[src/rtl/ets_hit_accumulator_pkg.sv]
// Shared types and default widths for the ETS comparator hit accumulator.
package ets_pkg;

  localparam int DEF_WIN_W    = 24;
  localparam int DEF_SETTLE_W = 8;
  localparam int DEF_TAG_W    = 8;

  typedef enum logic [1:0] {
    ST_IDLE,
    ST_SETTLE,
    ST_ACCUM,
    ST_DONE
  } ets_state_e;

endpackage

[src/rtl/ets_hit_accumulator_if.sv]
// MCU-facing control and result handshake of the hit accumulator.
interface ets_hit_accumulator_if
  import ets_pkg::*;
#(
  parameter int WIN_W    = DEF_WIN_W,
  parameter int SETTLE_W = DEF_SETTLE_W,
  parameter int TAG_W    = DEF_TAG_W
);

  logic                start;
  logic                abort;
  logic [WIN_W-1:0]    window_len;
  logic [SETTLE_W-1:0] settle_len;
  logic                busy;
  logic [WIN_W-1:0]    hit_count;
  logic [TAG_W-1:0]    result_tag;
  logic                result_valid;
  logic                result_ready;
  logic                start_err;

  modport master (
    output start, abort, window_len, settle_len, result_ready,
    input  busy, hit_count, result_tag, result_valid, start_err
  );

  modport slave (
    input  start, abort, window_len, settle_len, result_ready,
    output busy, hit_count, result_tag, result_valid, start_err
  );

endinterface

[src/rtl/ets_hit_accumulator_down_counter.sv]
// Loadable saturating down-counter; last_o is high while the count is zero.
module ets_down_counter #(
  parameter int CNT_W = 8
) (
  input  logic             clk_i,
  input  logic             rst_ni,
  input  logic             clr_i,
  input  logic             load_i,
  input  logic [CNT_W-1:0] load_val_i,
  input  logic             dec_i,
  output logic             last_o
);

  logic [CNT_W-1:0] cnt_q;
  logic [CNT_W-1:0] cnt_d;

  always_comb begin
    cnt_d = cnt_q;
    if (clr_i) begin
      cnt_d = '0;
    end else if (load_i) begin
      cnt_d = load_val_i;
    end else if (dec_i && (cnt_q != '0)) begin
      cnt_d = cnt_q - CNT_W'(1);
    end
  end

  always_ff @(posedge clk_i or negedge rst_ni) begin
    if (!rst_ni) begin
      cnt_q <= '0;
    end else begin
      cnt_q <= cnt_d;
    end
  end

  assign last_o = (cnt_q == '0);

endmodule

[src/rtl/ets_hit_accumulator.sv]
// Counts comparator hits over a window after a settling interval for one
// MMCM phase point and hands the count to the MCU with a wrapping tag.
module ets_hit_accumulator
  import ets_pkg::*;
#(
  parameter int WIN_W    = DEF_WIN_W,
  parameter int SETTLE_W = DEF_SETTLE_W,
  parameter int TAG_W    = DEF_TAG_W
) (
  input  logic                  shifting_clk,
  input  logic                  free_run_rst_n,
  input  logic                  cmp_sample,
  ets_hit_accumulator_if.slave  bus
);

  ets_state_e       state_q;
  logic             s_q;
  logic [WIN_W-1:0] acc_q;
  logic [WIN_W-1:0] hit_count_q;
  logic [TAG_W-1:0] tag_q;
  logic             valid_q;
  logic             busy_q;
  logic             start_err_q;
  logic             win_zero_q;

  logic             handshake;
  logic             accept;
  logic             start_err_d;
  logic             settle_last;
  logic             win_last;
  logic [WIN_W-1:0] acc_d;

  assign handshake   = (state_q == ST_DONE) && valid_q && bus.result_ready;
  assign accept      = bus.start && !bus.abort && ((state_q == ST_IDLE) || handshake);
  assign start_err_d = bus.start && !bus.abort && !accept;
  assign acc_d       = acc_q + WIN_W'(s_q);

  // SETTLE runs settle_len+1 cycles: the extra cycle lines the window up with
  // the s_q register, so the counted samples are those at edges S+1..S+W.
  ets_down_counter #(.CNT_W(SETTLE_W)) u_settle_cnt (
    .clk_i      (shifting_clk),
    .rst_ni     (free_run_rst_n),
    .clr_i      (bus.abort),
    .load_i     (accept),
    .load_val_i (bus.settle_len),
    .dec_i      (state_q == ST_SETTLE),
    .last_o     (settle_last)
  );

  ets_down_counter #(.CNT_W(WIN_W)) u_win_cnt (
    .clk_i      (shifting_clk),
    .rst_ni     (free_run_rst_n),
    .clr_i      (bus.abort),
    .load_i     (accept),
    .load_val_i (bus.window_len - WIN_W'(1)),
    .dec_i      (state_q == ST_ACCUM),
    .last_o     (win_last)
  );

  always_ff @(posedge shifting_clk or negedge free_run_rst_n) begin
    if (!free_run_rst_n) begin
      state_q     <= ST_IDLE;
      s_q         <= 1'b0;
      acc_q       <= '0;
      hit_count_q <= '0;
      tag_q       <= '0;
      valid_q     <= 1'b0;
      busy_q      <= 1'b0;
      start_err_q <= 1'b0;
      win_zero_q  <= 1'b0;
    end else begin
      s_q         <= cmp_sample;
      start_err_q <= start_err_d;
      if (bus.abort) begin
        state_q <= ST_IDLE;
        valid_q <= 1'b0;
        busy_q  <= 1'b0;
        acc_q   <= '0;
      end else begin
        case (state_q)
          ST_SETTLE: begin
            if (settle_last) begin
              if (win_zero_q) begin
                hit_count_q <= '0;
                valid_q     <= 1'b1;
                state_q     <= ST_DONE;
              end else begin
                state_q <= ST_ACCUM;
              end
            end
          end
          ST_ACCUM: begin
            acc_q <= acc_d;
            if (win_last) begin
              hit_count_q <= acc_d;
              valid_q     <= 1'b1;
              state_q     <= ST_DONE;
            end
          end
          ST_DONE: begin
            if (handshake) begin
              valid_q <= 1'b0;
              tag_q   <= tag_q + TAG_W'(1);
              state_q <= ST_IDLE;
              busy_q  <= 1'b0;
            end
          end
          default: ;
        endcase
        // A start taken in the handshake cycle skips IDLE entirely.
        if (accept) begin
          state_q    <= ST_SETTLE;
          busy_q     <= 1'b1;
          acc_q      <= '0;
          win_zero_q <= (bus.window_len == '0);
        end
      end
    end
  end

  assign bus.busy         = busy_q;
  assign bus.hit_count    = hit_count_q;
  assign bus.result_tag   = tag_q;
  assign bus.result_valid = valid_q;
  assign bus.start_err    = start_err_q;

endmodule

[src/flat_wrapper.sv]
// flat-port wrapper written by rule: the top's interface ports become plain ports
module ets_hit_accumulator_flat import ets_pkg::*;
#(
  parameter int WIN_W    = DEF_WIN_W,
  parameter int SETTLE_W = DEF_SETTLE_W,
  parameter int TAG_W    = DEF_TAG_W
)
  (shifting_clk, free_run_rst_n, cmp_sample, bus_start, bus_abort, bus_window_len, bus_settle_len, bus_result_ready, bus_busy, bus_hit_count, bus_result_tag, bus_result_valid, bus_start_err);
  ets_hit_accumulator_if #(.WIN_W(WIN_W), .SETTLE_W(SETTLE_W), .TAG_W(TAG_W)) bus_i ();
  input  logic shifting_clk;
  input  logic free_run_rst_n;
  input  logic cmp_sample;
  input wire logic [$bits(bus_i.start)-1:0] bus_start;
  input wire logic [$bits(bus_i.abort)-1:0] bus_abort;
  input wire logic [$bits(bus_i.window_len)-1:0] bus_window_len;
  input wire logic [$bits(bus_i.settle_len)-1:0] bus_settle_len;
  input wire logic [$bits(bus_i.result_ready)-1:0] bus_result_ready;
  output wire logic [$bits(bus_i.busy)-1:0] bus_busy;
  output wire logic [$bits(bus_i.hit_count)-1:0] bus_hit_count;
  output wire logic [$bits(bus_i.result_tag)-1:0] bus_result_tag;
  output wire logic [$bits(bus_i.result_valid)-1:0] bus_result_valid;
  output wire logic [$bits(bus_i.start_err)-1:0] bus_start_err;
  assign bus_i.start = bus_start;
  assign bus_i.abort = bus_abort;
  assign bus_i.window_len = bus_window_len;
  assign bus_i.settle_len = bus_settle_len;
  assign bus_i.result_ready = bus_result_ready;
  assign bus_busy = bus_i.busy;
  assign bus_hit_count = bus_i.hit_count;
  assign bus_result_tag = bus_i.result_tag;
  assign bus_result_valid = bus_i.result_valid;
  assign bus_start_err = bus_i.start_err;
  ets_hit_accumulator #(.WIN_W(WIN_W), .SETTLE_W(SETTLE_W), .TAG_W(TAG_W)) u_core (.shifting_clk(shifting_clk), .free_run_rst_n(free_run_rst_n), .cmp_sample(cmp_sample), .bus(bus_i));
endmodule
[config.mk]
export PLATFORM = sky130hd
export DESIGN_NAME = ets_hit_accumulator_flat
export DESIGN_NICKNAME = d
export VERILOG_FILES = /design/src/rtl/ets_hit_accumulator_pkg.sv /design/src/rtl/ets_hit_accumulator_if.sv /design/src/rtl/ets_hit_accumulator_down_counter.sv /design/src/rtl/ets_hit_accumulator.sv /design/src/flat_wrapper.sv
export SDC_FILE = /design/constraint.sdc
export NUM_CORES = 1
export LEC_CHECK = 0
export ABC_AREA = 1
export BUFFER_PORTS_ARGS = -buffer_cell sky130_fd_sc_hd__buf_2
export CORE_AREA = 2 2 137 139
export CTS_BUF_LIST = sky130_fd_sc_hd__clkbuf_8
export DETAILED_ROUTE_END_ITERATION = 7
export DIE_AREA = 0 0 139 141
export PLACE_DENSITY_LB_ADDON = 0.08
export SLEW_MARGIN = 40
export SYNTH_ARGS = -nofsm -noshare
export SYNTH_HDL_FRONTEND = slang
export SYNTH_SLANG_ARGS = --single-unit
export TNS_END_PERCENT = 20
[constraint.sdc]
create_clock -name shifting_clk -period 3.4 [get_ports shifting_clk]
set_clock_uncertainty 0.05 [all_clocks]
set_input_delay 0.68 -clock shifting_clk [delete_from_list [all_inputs] [get_ports shifting_clk]]
set_output_delay 0.68 -clock shifting_clk [all_outputs]
set_load 0.01 [all_outputs]
; Word level (Yosys, flattened, before mapping)
; Cells that the tools add are included.
[totals]
register_bits = 95
in_bits = 38
out_inout_bits = 35
word_cells = 89
[classes]
addsub = 5
eq_ne = 13
n_mux = 29
n_bitwise = 1
reduce_logical = 30
[op_table]
columns = cell, n
row1 = $mux W24, 9
row2 = $logic_not A24 Y1, 2
row3 = $pmux W24 S2, 1
row4 = $sub A24 B1 Y24 const B, 2
row5 = $add A24 B1 Y24, 1
row6 = $mux W8, 3
row7 = $reduce_bool A24 Y1, 1
row8 = $reduce_bool A3 Y1, 5
row9 = $ne A3 B2 Y1 const B, 4
row10 = $ne A4 B2 Y1 const B, 3
row11 = $mux W2, 5
row12 = $reduce_and A5 Y1, 2
row13 = $mux W1, 9
row14 = $add A8 B1 Y8 const B, 1
row15 = $logic_not A8 Y1, 1
row16 = $reduce_bool A8 Y1, 1
row17 = $sub A8 B1 Y8 const B, 1
row18 = $logic_and A1 B1 Y1, 7
row19 = $ne A2 B1 Y1 const B, 3
row20 = $pmux W2 S3, 1
row21 = $reduce_bool A5 Y1, 1
row22 = $eq A2 B2 Y1 const B, 2
row23 = $reduce_and A2 Y1, 2
row24 = $reduce_and A4 Y1, 1
row25 = 9 further kinds, 10

; Logic depth before layout (Yosys ltp)
[logic_depth]
word_depth = 7
ltp_mapped = 15
depth_no_buf = 14

; Modules after synthesis
; A second synthesis with hierarchy kept.
[unflattened]
hier_cells = 907
area_unflattened_um2 = 6562.5
[modules_own_cells]
columns = module, n_inst, cells_each, area_per_inst_um2, seq_area_each_um2
row1 = ets_hit_accumulator, 1, 504, 3993.8, 1576.5
row2 = ets_down_counter (u_core.u_win_cnt), 1, 314, 1945.6, 600.6
row3 = ets_down_counter (u_core.u_settle_cnt), 1, 89, 623.1, 200.2

; Least setup slack after synthesis
; OpenSTA, ideal clock, no wires.
[synth_path]
kind = input -> register
from = input bus_abort
to = register u_core.u_win_cnt.cnt_q[22]
setup_ns = 0.117
t_arrival_ns = 2.076
required_ns = 3.233
path_slack_ns = 1.157
cell_stages = 12
n_path_buf = 2
cell_sequence = buf_2 -> nor2_4 -> clkbuf_1 -> nand3_1 -> nand2_1 -> nand2_1 -> nor2_1 -> nand2_1 -> nor2_1 -> nand3_1 -> nand3_1 -> nand2_1
[synth_via]
elab_chain_cells = 5
word_cells_on_any_way = 6
classes_between = mux (2) / reduce/logical (4)
[synth_lines]
columns = item, line_no
row1 = "start, declared", flat_wrapper.sv:14  ; input wire logic [$bits(bus_i.abort)-1:0] bus_abort;
row2 = $logic_not A1 Y1, ets_hit_accumulator.sv:34  ; assign accept = bus.start && !bus.abort && ((state_q == ST_IDLE) || handshake);
row3 = $logic_and A1 B1 Y1 (2 in series), ets_hit_accumulator.sv:34
row4 = $mux W24, ets_hit_accumulator_down_counter.sv:21  ; end else if (load_i) begin
row5 = $mux W24, ets_hit_accumulator_down_counter.sv:19  ; if (clr_i) begin
row6 = "end signal, assigned", ets_hit_accumulator_down_counter.sv:32  ; cnt_q <= cnt_d;
row7 = "end, declared", ets_hit_accumulator_down_counter.sv:14  ; logic [CNT_W-1:0] cnt_q;
; Several ways; a longest one is shown, not always the timed one.
; A chain may end at the register's enable or synchronous reset.

; Worst setup path in the final report
[layout_path]
from = register u_core.valid_q (netlist: u_core.bus.result_valid)
to = register u_core.u_win_cnt.cnt_q[10]
[layout_via]
elab_chain_cells = 6
word_cells_on_any_way = 7
classes_between = mux (2) / reduce/logical (5)
[layout_lines]
columns = item, line_no
row1 = "start, declared", ets_hit_accumulator.sv:21  ; logic valid_q;
row2 = "start signal, assigned", ets_hit_accumulator.sv:67  ; valid_q <= 1'b0;
row3 = "start signal, assigned", ets_hit_accumulator.sv:76  ; valid_q <= 1'b0;
row4 = "start signal, assigned", ets_hit_accumulator.sv:85  ; valid_q <= 1'b1;
row5 = $logic_and A1 B1 Y1 (*) (2 in series), ets_hit_accumulator.sv:33  ; assign handshake = (state_q == ST_DONE) && valid_q && bus.result_ready;
row6 = $logic_or A1 B1 Y1 (*), ets_hit_accumulator.sv:34
row7 = $logic_and A1 B1 Y1 (*), ets_hit_accumulator.sv:34
row8 = $mux W24, ets_hit_accumulator_down_counter.sv:21
row9 = $mux W24, ets_hit_accumulator_down_counter.sv:19
; Mark *: on every way between the ends. The rest lies on a longest branch, timed or not.

==> flow_summary.yaml <==
status:
  outcome: "completed"
power:
  p_clk_share_pct: 16.9
  comb_power_share_pct: 49.3
  switchingPower_uw: 1990
  sw_frac_of_total_pct: 47.4
  p_leak_uw: 0.00322
  ir_worst_vdd_mv: 0.251
  finalPower_uw: 4200
  seqPwrFrac_pct: 33.9
  power_density_nw_per_um2: 648
  internal_power_uw: 2210
finish:
  fill_cells: 1984
  drive_gt1_share_pct: 13.5
  num-nets-final: 925
  area_growth_pct: 13.9
  num_antenna_cells: 0
timing:
  rsz0062_at_grt: "false"
  fin_crit_sh_pct: 76.8
  worstMarginPinSlew_ns: 0.789
  finalSetupTns_ns: 0
  final.min_clock_period_ns: 2.61
  maxSlewViolCount: 0
  fmax_mhz: 383
  slew-limit-headroom_pct: 46.9
  hold_viol: 0
  finalSetupViolCount: 0
clock_network:
  cts-root-buf: "clkbuf_8"
  cts_resized: 0
  worstSkewPairLatency_ns: 0.38
  cts.clk_slew.worst_paths_ns: 0.10
  cts.sinks: 95
  clock_path_buffers: 2
  numCtsBuffers: 9
  hold_buffers: 0
  cts_tree: "built"
  cts.htree.levels: 3
  cts_setup_buffers: 0
floorplan:
  die_h_um: 141
  chipWidth_um: 139
  initial_core_util_pct: 31.2
  core_sq_um: 18300
  row_count: 50
  die_area_sq_um: 19600
  ios: 73
worst_setup_path:
  cp_cell_sequence: "nand2_1 > o21ai_4 > buf_4 > nand3_1 > nand2_1 > nand2_1 > nor2_1 > nand2_1 > nor2_1 > nand2_1 > nand3_1 > o21ai_0"
  crit_top_cell: "nand2_1"
  path_max_fanout: 36
  cp.required_ns: 3.60
  critical_path_class: "reg2reg"
  cp.arrival_ns: 2.81
  max_stage_delay_ns: 0.42
  start_kind: "flop"
  crit_slowest_cell: "dfrtp_1"
  end_kind: "flop"
logic_synthesis:
  async_reset_ff_share_pct: 100
  avgSynthCellArea_sq_um: 6.98
  netlist_area_sq_um: 5690
  yosysSeqAreaShare_pct: 41.8
  synth_cell_types: 36
  synth_edf_count: 0
  syn-num-nets: 858
  ys_ff_latch: 95
  yosys_warnings: 0
  synthCells: 815
  synth-main-ff-cell: "dfrtp_1"
routing:
  dr_total_vias: 5495
  finalWirelength_mm: 15.7
  drc: 0
  first_pass_iters: 5
  detail_route.wl_per_cell_um: 14.0
  via_per_inst: 4.90
  drt-initial-drc-count: 322
  antenna_left: 0
global_route:
  grt_pass1_vias: 5322
  antenna_found_initial: 0
  grt_max_degree: 64
  track_usage_pct: 16.5
  grt_overflow: 0
  grt_pass1_wl_mm: 26.2
job:
  maxCapViolCount: 0
placement:
  gp_congestion: 0.818
  io_buffer_count: 72
  hpwlAfterDp_mm: 11.6
min_path:
  hold_class: "in2async"
path summary, 6_finish.rpt:
path | endpoint | from | cells past startpoint | slack [ns]
setup reg to reg | u_core.u_win_cnt.cnt_q[10]$_DFFE_PN0P_ | u_core.bus.result_valid$_DFFE_PN0P_ | 12 | 0.79
hold / removal | u_core.acc_q[13]$_DFFE_PN0P_ | free_run_rst_n | 1 | 0.23
min in group shifting_clk | u_core.s_q$_DFF_PN0_ | cmp_sample | 1 | 0.36
max in group asynchronous | u_core.u_win_cnt.cnt_q[4]$_DFFE_PN0P_ | free_run_rst_n | 2 | 2.46
hold reg to reg | u_core.bus.result_tag[7]$_DFFE_PN0P_ | u_core.bus.result_tag[7]$_DFFE_PN0P_ | 1 | 0.42
setup / recovery | u_core.u_win_cnt.cnt_q[10]$_DFFE_PN0P_ | u_core.bus.result_valid$_DFFE_PN0P_ | 12 | 0.79
layout make-up:
class,count,area [sq um],share of cell area [%]
multi-input combinational,607,2850,44.0
sequential,95,2380,36.7
timing repair buffer,83,462,7.12
inverter,86,323,4.98
tap,234,293,4.52
clock buffer,10,138,2.12
clock inverter,6,36.3,0.560
critical path, delay by kind of cell (launching register included):
kind                   cells  cell delay [ns]
AND/OR/NAND/NOR            9             1.34
AO/OA/AOI/OAI              2             0.28
flip-flops                 1             0.42
buffers and inverters      1             0.37
state kept, by name, indices dropped and copies added, names as in the netlist:
register	cells
u_core.s_q	1
u_core.bus.hit_count	24
u_core.win_zero_q	1
u_core.bus.start_err	1
u_core.bus.busy	1
u_core.bus.result_tag	8
u_core.u_settle_cnt.cnt_q	8
u_core.acc_q	24
u_core.u_win_cnt.cnt_q	24
u_core.state_q	2
u_core.bus.result_valid	1
synth_stat cells (5+ instances only):
master,number,share of area [%]
a21oi_1,37,3.3
nor4_1,9,0.99
nand3_1,79,6.9
nor2_1,65,4.3
ha_1,5,1.1
xor2_1,12,1.8
dfrtp_1,95,42
nand2_1,255,17
buf_2,6,0.53
inv_1,81,5.3
clkbuf_1,16,1.1
o21ai_0,74,6.5
nand4_1,18,2.0
nor2_2,9,0.99
nor3_1,9,0.79
per-stage QoR:
step	area [sq um]	instances	setup WS [ns]	hold slack [ns]	util (%)
global placement	6300	1105	0.537	0.407	34.5
detailed placement	6310	1105	0.487	0.418	34.5
CTS	6480	1121	0.798	0.262	35.5
finish	6480	1121	0.790	0.227	35.5
floorplan	5690	815	1.16	0.334	-
global route	6480	1121	0.509	0.272	35.5
power groups by stage:
stage | sequential, uW | clock [uW] | combinational (uW)
2_1_floorplan | 1420 | 0 | 1540
3_3_place_gp | 1440 | 0 | 2070
3_5_place_dp | 1440 | 0 | 2070
4_1_cts | 1420 | 736 | 2080
5_1_grt | 1450 | 788 | 2380
6_report | 1420 | 709 | 2070
routing by layer:
| metal | up-vias | track usage, % | wire (um) |
|---|---|---|---|
| met5 | - | 0 | 0 |
| met2 | 118 | 27.5 | 7440 |
| met3 | 16 | 2.85 | 513 |
| met1 | 2576 | 22.0 | 7520 |
| met4 | 0 | 4.94 | 251 |
| li1 | 2785 | - | - |
layout by cell type, fill, tap and decap left out, types with 5 or more instances in the layout:
master	instances
buf_4	10
nor3_1	9
nor2_1	65
o21ai_0	73
o21ai_1	5
nand3_1	79
clkbuf_8	10
a21oi_1	37
xor2_1	12
ha_1	5
nor4_1	9
nor2_2	9
dfrtp_1	95
buf_2	71
nand2_1	255
inv_1	83
nand4_1	18
cells by family (layout without fill, tap and decap cells):
group	count (synthesis)	in the layout	share of synthesized area, %
AOI/OAI and AO/OA	131	131	12.3
xor gates and xnor gates	13	13	2.00
adders and majority gates	5	5	1.10
buffers and inverters	113	185	8.11
DFF	95	95	41.8
and+or+nand+nor	458	458	34.7
Note: power is estimated with default switching activity, not from simulation.
